--- src/rtl/tlul_arb_pkg.sv ---
// rtl/tlul_arb_pkg.sv - arbiter state type, default sizing and round-robin pick helper
package tlul_arb_pkg;

    typedef enum logic {ARB, LOCK} arb_state_e;

    localparam int DefNumHosts       = 4;
    localparam int DefMaxOutstanding = 4;
    localparam int RrMaxHosts        = 16;

    typedef struct packed {
        logic       valid;
        logic [3:0] idx;
    } rr_pick_t;

    // First requester at or after ptr, wrapping within the n active hosts.
    function automatic rr_pick_t rr_pick(input logic [RrMaxHosts-1:0] req,
                                         input logic [3:0] ptr, input int n);
        rr_pick_t res;
        int       cand;
        res = '0;
        for (int i = 0; i < RrMaxHosts; i++) begin
            cand = (int'(ptr) + i) % n;
            if (i < n && !res.valid && req[cand[3:0]]) begin
                res.valid = 1'b1;
                res.idx   = cand[3:0];
            end
        end
        return res;
    endfunction

endpackage

--- src/rtl/tlul_pkg.sv ---
// rtl/tlul_pkg.sv - TL-UL A/D channel types and opcodes shared by the bus fabric
package tlul_pkg;

    localparam logic [2:0] PutFullData    = 3'h0;
    localparam logic [2:0] PutPartialData = 3'h1;
    localparam logic [2:0] Get            = 3'h4;
    localparam logic [2:0] AccessAck      = 3'h0;
    localparam logic [2:0] AccessAckData  = 3'h1;

    typedef struct packed {
        logic        a_valid;
        logic [2:0]  a_opcode;
        logic [2:0]  a_param;
        logic [1:0]  a_size;
        logic [7:0]  a_source;
        logic [31:0] a_address;
        logic [3:0]  a_mask;
        logic [31:0] a_data;
        logic        d_ready;
    } tl_h2d_t;

    typedef struct packed {
        logic        d_valid;
        logic [2:0]  d_opcode;
        logic [2:0]  d_param;
        logic [1:0]  d_size;
        logic [7:0]  d_source;
        logic        d_sink;
        logic [31:0] d_data;
        logic        d_error;
        logic        a_ready;
    } tl_d2h_t;

endpackage

--- src/rtl/tlul_idx_fifo.sv ---
// rtl/tlul_idx_fifo.sv - grant-index FIFO remembering which host owns each in-flight request
module tlul_idx_fifo #(
    parameter int Width = 2,
    parameter int Depth = 4,
    parameter int CntW  = $clog2(Depth + 1)
) (
    input  logic             clk,
    input  logic             rst,
    input  logic             push,
    input  logic [Width-1:0] wdata,
    input  logic             pop,
    output logic [Width-1:0] rdata,
    output logic             full,
    output logic             empty,
    output logic [CntW-1:0]  count
);
    localparam int PtrW = (Depth > 1) ? $clog2(Depth) : 1;

    logic [Width-1:0] mem [Depth];
    logic [PtrW-1:0]  wptr, rptr;
    logic             do_push, do_pop;

    function automatic logic [PtrW-1:0] nxt(input logic [PtrW-1:0] p);
        return (32'(p) == Depth - 1) ? '0 : p + 1'b1;
    endfunction

    assign full    = (count == CntW'(Depth));
    assign empty   = (count == '0);
    assign do_push = push & ~full;
    assign do_pop  = pop & ~empty;
    assign rdata   = mem[rptr];

    always_ff @(posedge clk) begin
        if (do_push) mem[wptr] <= wdata;
    end

    always_ff @(posedge clk) begin
        if (rst) begin
            wptr  <= '0;
            rptr  <= '0;
            count <= '0;
        end else begin
            if (do_push) wptr <= nxt(wptr);
            if (do_pop) rptr <= nxt(rptr);
            case ({do_push, do_pop})
                2'b10:   count <= count + 1'b1;
                2'b01:   count <= count - 1'b1;
                default: count <= count;
            endcase
        end
    end

endmodule

--- src/rtl/tlul_host_arbiter.sv ---
// rtl/tlul_host_arbiter.sv - N-host to one-device TL-UL arbiter; TLUL_ARB_SPURIOUS_RSP_EN adds spurious-response drain
module tlul_host_arbiter
    import tlul_pkg::*;
    import tlul_arb_pkg::*;
#(
    parameter int  NumHosts       = DefNumHosts,
    parameter int  MaxOutstanding = DefMaxOutstanding,
    localparam int HostIdxW       = $clog2(NumHosts),
    localparam int CntW           = $clog2(MaxOutstanding + 1)
) (
    input  logic            clk,
    input  logic            rst,
    input  tl_h2d_t         host_req_i [NumHosts],
    output tl_d2h_t         host_rsp_o [NumHosts],
    output tl_h2d_t         dev_req_o,
    input  tl_d2h_t         dev_rsp_i,
    output logic [CntW-1:0] outstanding_o,
    output logic            busy_o
`ifdef TLUL_ARB_SPURIOUS_RSP_EN
    ,
    output logic            spurious_rsp_o
`endif
);
    arb_state_e            state;
    logic [HostIdxW-1:0]   ptr, lock_idx, fwd_idx, head_idx;
    logic [RrMaxHosts-1:0] req_vec;
    rr_pick_t              pick;
    logic                  fwd_valid, a_hs, d_hs, fifo_full, fifo_empty;

    always_comb begin
        req_vec = '0;
        for (int i = 0; i < NumHosts; i++) req_vec[i] = host_req_i[i].a_valid;
        pick = rr_pick(req_vec, 4'(ptr), NumHosts);

        if (state == LOCK) begin
            fwd_idx   = lock_idx;
            fwd_valid = host_req_i[lock_idx].a_valid;
        end else begin
            fwd_idx   = HostIdxW'(pick.idx);
            fwd_valid = pick.valid;
        end

        a_hs = fwd_valid & ~fifo_full & dev_rsp_i.a_ready;
        d_hs = ~fifo_empty & dev_rsp_i.d_valid & host_req_i[head_idx].d_ready;

        dev_req_o = '0;
        for (int i = 0; i < NumHosts; i++) host_rsp_o[i] = '0;
        if (!rst) begin
            // D routing first so the A-side a_ready below is not overwritten.
            if (!fifo_empty) begin
                host_rsp_o[head_idx]         = dev_rsp_i;
                host_rsp_o[head_idx].a_ready = 1'b0;
            end
            if (fwd_valid && !fifo_full) begin
                dev_req_o                   = host_req_i[fwd_idx];
                host_rsp_o[fwd_idx].a_ready = dev_rsp_i.a_ready;
            end
            if (!fifo_empty) begin
                dev_req_o.d_ready = host_req_i[head_idx].d_ready;
            end else begin
`ifdef TLUL_ARB_SPURIOUS_RSP_EN
                dev_req_o.d_ready = 1'b1;
`else
                dev_req_o.d_ready = 1'b0;
`endif
            end
        end
    end

    always_ff @(posedge clk) begin
        if (rst) begin
            state    <= ARB;
            ptr      <= '0;
            lock_idx <= '0;
        end else if (a_hs) begin
            state <= ARB;
            ptr   <= (32'(fwd_idx) == NumHosts - 1) ? '0 : fwd_idx + 1'b1;
        end else if (fwd_valid) begin
            state    <= LOCK;
            lock_idx <= fwd_idx;
        end
    end

    tlul_idx_fifo #(
        .Width(HostIdxW),
        .Depth(MaxOutstanding),
        .CntW (CntW)
    ) u_idx_fifo (
        .clk  (clk),
        .rst  (rst),
        .push (a_hs),
        .wdata(fwd_idx),
        .pop  (d_hs),
        .rdata(head_idx),
        .full (fifo_full),
        .empty(fifo_empty),
        .count(outstanding_o)
    );

    assign busy_o = (outstanding_o != '0) | (state == LOCK);

`ifdef TLUL_ARB_SPURIOUS_RSP_EN
    always_ff @(posedge clk) begin
        if (rst) spurious_rsp_o <= 1'b0;
        else if (dev_rsp_i.d_valid && fifo_empty) spurious_rsp_o <= 1'b1;
    end
`endif

endmodule
--- config.mk ---
export PLATFORM = sky130hd
export DESIGN_NAME = tlul_host_arbiter
export DESIGN_NICKNAME = d
export VERILOG_FILES = /design/src/rtl/tlul_arb_pkg.sv /design/src/rtl/tlul_pkg.sv /design/src/rtl/tlul_idx_fifo.sv /design/src/rtl/tlul_host_arbiter.sv
export SDC_FILE = /design/constraint.sdc
export NUM_CORES = 1
export LEC_CHECK = 0
export ABC_AREA = 1
export CORE_AREA = 2 2 272 274
export DETAILED_ROUTE_END_ITERATION = 10
export DIE_AREA = 0 0 274 276
export GPL_ROUTABILITY_DRIVEN = 0
export GPL_TIMING_DRIVEN = 0
export SLEW_MARGIN = 5
export SYNTH_ARGS = -nofsm -noshare
export SYNTH_HDL_FRONTEND = slang
export SYNTH_SLANG_ARGS = --single-unit
export TNS_END_PERCENT = 5
--- constraint.sdc ---
create_clock -name clk -period 2.7 [get_ports clk]
set_input_delay 0.27 -clock clk [delete_from_list [all_inputs] [get_ports clk]]
set_output_delay 0.27 -clock clk [all_outputs]
set_load 0.05 [all_outputs]
* Word-level counts from Yosys, hierarchy flattened
Memories as Yosys holds them, arrays and structs flattened. A register that Yosys moved wholly into a read port is not among the register bits.
Cells that the tools add are included.
** Word-level totals
- RAM bits :: 8
- Register bits :: 12
- Output and inout port bits :: 298
- Memories :: 1
** Cells by class
- Mux-type cells :: 46
- Magnitude comparators :: 9
- Reductions and logical operators :: 18
- Add/sub/neg operators :: 8
- Equality and inequality tests :: 6
- Bitwise gates (word level) :: 17
** Memory list
- u_idx_fifo.mem :: depth 4, bits a word 2, rd ports 1, clocked after Yosys merged registers in 1, wr ports 1, line tlul_idx_fifo.sv:19 : logic [Width-1:0] mem [Depth];
** Operators by type and width (count)
- 208-bit two-way mux :: 4
- 86-bit binary-select mux with 2-bit select :: 3
- 86-bit two-way mux :: 6
- 208-bit bitwise mux :: 2
- 52-bit demux with 2-bit select :: 3
- 208-bit AND :: 1
- 52-bit two-way mux :: 1
- 5-bit two-way mux :: 4
- 4-bit by 5-bit less-than comparator with 1-bit output, second input constant :: 3
- 1-bit two-way mux :: 12
- 2-bit two-way mux :: 6
- 1-bit binary-select mux with 3-bit select :: 3
- 3-bit greater-or-equal comparator, second input constant :: 3
- 2-bit NOT with 3-bit output :: 3
- 2-bit by 1-bit adder with 2-bit output, second input constant :: 4
- 2-bit equality test, second input constant :: 4
- 2-bit OR reduction :: 4
- 1-bit AND :: 6
- 1-bit logical AND :: 6
- 3-bit by 1-bit less-than comparator with 1-bit output, second input constant :: 2
- 3-bit one-hot mux with 2 select lines :: 1
- 2-bit by 5-bit less-than comparator with 1-bit output, second input constant :: 1
- 2-bit adder, second input constant :: 2
- 1-bit logical NOT :: 4
- other kinds (12) :: 16

* Logic depth before layout (Yosys ltp)
- Depth in word-level cells :: 22
- Gate-level depth with buffers :: 18

* Modules after synthesis
Synthesis repeated with hierarchy kept, for this count alone.
** Second synthesis, totals
- Cells, all modules :: 1408
- Area, all modules :: 6487.5 µm²
** By module, submodules not included
- tlul_host_arbiter :: area an instance 5650.4 µm², instances 1, cells each 1317
- tlul_idx_fifo :: area an instance 837.1 µm², instances 1, cells each 91

* Worst setup path after synthesis
Ideal clock, no wire load.
- Path type :: reg2out
- From :: reg ptr[0]
- To :: out host_rsp_o[0] (netlist bit)
- Arrival :: 2.348 ns
- Stages on the path, launching flop included :: 18
- Setup slack :: 0.082 ns
- Required time :: 2.430 ns
- Buffers on the path :: 3
- Cells stage by stage :: dfxtp_1 > buf_4 > inv_4 > nand2_2 > nand2_4 > nand2_1 > nand2_2 > nand2_1 > nand2_1 > nand2_1 > nand3_2 > nand2_4 > buf_6 > buf_6 > inv_2 > ha_1 > nand2_1 > nor2_1
** RTL lines
- start, declared :: line tlul_host_arbiter.sv:25 : logic [HostIdxW-1:0] ptr, lock_idx, fwd_idx, head_idx;
- start signal, assigned :: line tlul_host_arbiter.sv:77 : ptr <= (32'(fwd_idx) == NumHosts - 1) ? '0 : fwd_idx + 1'b1;
- end, declared :: line tlul_host_arbiter.sv:14 : output tl_d2h_t host_rsp_o [NumHosts],

==> flow_metrics.tcl <==
set metrics [dict create \
    clk_latency_ns 0.26 \
    via_per_inst 3.749 \
    clkSlewWorstSetupHoldPaths_ns 0.06 \
    max-clock-path-buffers 2 \
    synth_fp_nets 1820 \
    tightest_slew_ns 0.7035 \
    finalHoldViolations 0 \
    grt-ovfl-total 0 \
    r2r_end "u_idx_fifo.count[2]$_SDFFE_PP0P_" \
    cap_violations 0 \
    finalCritPeriodShare_pct 107.3 \
    critPathMaxFanout 10 \
    vdd_drop_max_mv 0.8433 \
    leakagePower_nw 7.713 \
    dp_hpwl_mm 48.96 \
    htree_levels 1 \
    r2r_start "ptr[0]$_SDFFE_PP0P_" \
    syn_area_mm2 0.006419 \
    cts_tree "built" \
    avgSynthCellArea_um2 4.549 \
    root_buffer "clkbuf_16" \
    io_buffers 694 \
    grt_pass1_vias 11347 \
    first_iter_violations 462 \
    crit_arrival_ns 2.63 \
    regArea_um2 524.3 \
    die_area_mm2 0.07562 \
    die_w_um 274 \
    vias 11638 \
    clock_skew_ns 0.005044 \
    grtUsageTotal_pct 14.61 \
    rsz0062_at_grt "yes" \
    ff2ff_path_depth 17 \
    cts_buffers 3 \
    layout_setup_ws_ns -0.1962 \
    synth-seq-cells 22 \
    worstSetupPathType "register to primary output" \
    r2r_slack_ns 0.15 \
    wl_per_cell_um 19.26 \
    drive_gt1_share_pct 24.23 \
    core.rowCount 99 \
    start_util_pct 8.843 \
    tns_ns -8.792 \
    cp.required_ns 2.43 \
    antenna_left 0 \
    drcViolationCount 0 \
    routed_wl_mm 59.78 \
    design_area_mm2 0.01593 \
    status "finished with violations" \
    n_fill_cell 8302 \
    nNetsFinal 2552 \
    placed_area_mm2 0.01457 \
    synthTopCellsByArea "nor2_1 28%, nand2_1 26%, nand3_1 14%" \
    relSlewSlack_pct 52.96 \
    finalSetupViolCount 89 \
    area_growth_pct 148.2 \
    num_io_pins 696 \
    grt_pass1_wl_mm 79.81 \
    hold_class "register to register" \
    synth_cell_type_count 29 \
    violations "negative setup slack" \
    yosys_warnings 0 \
    die_h_um 276 \
    startpoint_type "register" \
    synth.top_cell.area_share_pct 28.36 \
    whs_endpoint "u_idx_fifo.rptr[1]$_SDFFE_PP0N_" \
    syn_inst 1411 \
    utilization_pct 21.94 \
    maxClockFrequency_mhz 345.3 \
    grt_max_degree 16 \
    power_per_cell_area_mw_per_mm2 1347 \
    synth_top_cell_by_area "nor2_1" \
    ctsHoldBuffers 0 \
    antenna_found_initial 6 \
    yosysSeqAreaShare_pct 8.109 \
    multiInputGateArea_mm2 0.005502 \
    period_minus_slack_ns 2.896 \
    worstSetupStartpoint "ptr[0]$_SDFFE_PP0P_" \
    hold_start "u_idx_fifo.rptr[1]$_SDFFE_PP0N_" \
    end_kind "primary output" \
    clock_sinks 22 \
    coreArea_mm2 0.07259 \
    drv_slew 0 \
    drt_first_pass_iters 7 \
    holdPathStages 2 \
]
## cells in the mapped netlist
cell      number
nor2_1       485
nand2_1      452
nand3_1      178
inv_1        114
clkbuf_1      32
buf_2         29
buf_4         18
buf_6         18
dfxtp_1       14
a21oi_1       12
ha_1          10
o21ai_0        9
edfxtp_1       8
buf_1          4
inv_2          4
nand2_2        3
nand3_2        3
nor2_2         3
nor3_1         3
nand2_4        2
nor2_4         2
a32oi_1        1
fa_1           1
inv_4          1
nand4_1        1
o211ai_1       1
o21a_1         1
o21ai_2        1
o22ai_1        1
## critical path: stages, from the launching register on
cell      delay, ns
dfxtp_2        0.33
buf_8          0.14
clkinv_8       0.10
nand2_4        0.07
nand2_4        0.06
nor2_4         0.13
inv_2          0.05
nand3_2        0.08
nor2_4         0.05
nor2_4         0.09
buf_12         0.14
nand2_8        0.11
buf_16         0.18
buf_12         0.16
nand2_1        0.06
nand2_1        0.08
nor2_4         0.25
nor2_2         0.08
buf_6          0.16
## placed cells by master (no fill, tap or decap), drive strengths merged
master,n
nor2,490
nand2,457
clkdlybuf4s50,396
buf,189
nand3,181
clkbuf,139
inv,117
dlygate4sd2,48
clkdlybuf4s15,42
dlymetal6s2s,15
dfxtp,14
a21oi,12
ha,10
o21ai,10
edfxtp,8
diode,3
nor3,3
bufbuf,2
clkinv,2
nand4,1
a32oi,1
o211ai,1
o21a,1
clkinvlp,1
o22ai,1
fa,1
## final cells by class
class	count	share of cell area (%)
clock inverters	1	0.02356
flip-flops and latches	22	3.291
repair buffers	729	44.33
well taps	959	7.533
multi-input cells	1169	34.54
plain buffers	99	6.763
diodes	3	0.04713
clock buffers	3	0.4713
inverters	119	3.001
## through the flow
| stage | setup slack [ns] | power, mW | std cells | hold WS, ns |
|---|---|---|---|---|
| after floorplan | 0.08192 | 11.12 | 1411 | 0.4631 |
| after global placement | -1.405 | 17.77 | 3064 | 0.4863 |
| after detailed placement | -1.400 | 17.78 | 3064 | 0.4883 |
| after CTS | -0.2189 | 20.27 | 3086 | 0.4925 |
| after global routing | -0.3226 | 22.78 | 3103 | 0.5170 |
| final | -0.1962 | 21.45 | 3104 | 0.4924 |
## cell families (layout without fill, tap and decap cells)
logic type | count (synthesis) | count (layout) | synth area share, %
simple gates | 1132 | 1132 | 70.76
buf+inv | 220 | 951 | 16.63
flops | 22 | 22 | 8.109
compound gates | 26 | 26 | 2.242
other cells | 0 | 3 | 0
fa+ha+maj | 11 | 11 | 2.261
## repair_timing
action	CTS	global route
pin swaps	22	48
resized for setup	1004	487
setup endpoints to repair	297	260
gates cloned	7	3
setup buffers	12	13
## sequential cells by signal, indices dropped and copies added, names as in the netlist, named ones only
register / cells
u_idx_fifo.mem: 8
state: 1
ptr: 2
u_idx_fifo.wptr: 2
u_idx_fifo.count: 3
u_idx_fifo.rptr: 2
lock_idx: 2
## where the power goes
part,internal [mW],total (mW),switching [mW]
sequential,0.474,0.557,0.0833
combinational,7.14,20.6,13.4
clock,0.198,0.317,0.119
total,7.81,21.5,13.6
## per-layer routing
metal | wire (um) | up-vias | part of all wire, % | GRT usage [%]
li1 | - | 5738 | - | -
met1 | 22600 | 5213 | 38 | 15.77
met2 | 30730 | 601 | 51 | 27.82
met3 | 4167 | 86 | 7.0 | 2.736
met4 | 2281 | 0 | 3.8 | 5.295
met5 | 0 | - | 0 | 0
## worst max-delay path by stage
stage | to | slack, ns | cells after the start
6_report | dev_req_o[82] | -0.20 | 18
3_5_place_dp | dev_req_o[82] | -1.40 | 17
4_1_cts | dev_req_o[82] | -0.22 | 18
3_3_place_gp | dev_req_o[82] | -1.41 | 17
2_1_floorplan | host_rsp_o[0] | 0.08 | 17
5_1_grt | dev_req_o[82] | -0.32 | 18
(Power assumes the default switching activity.)
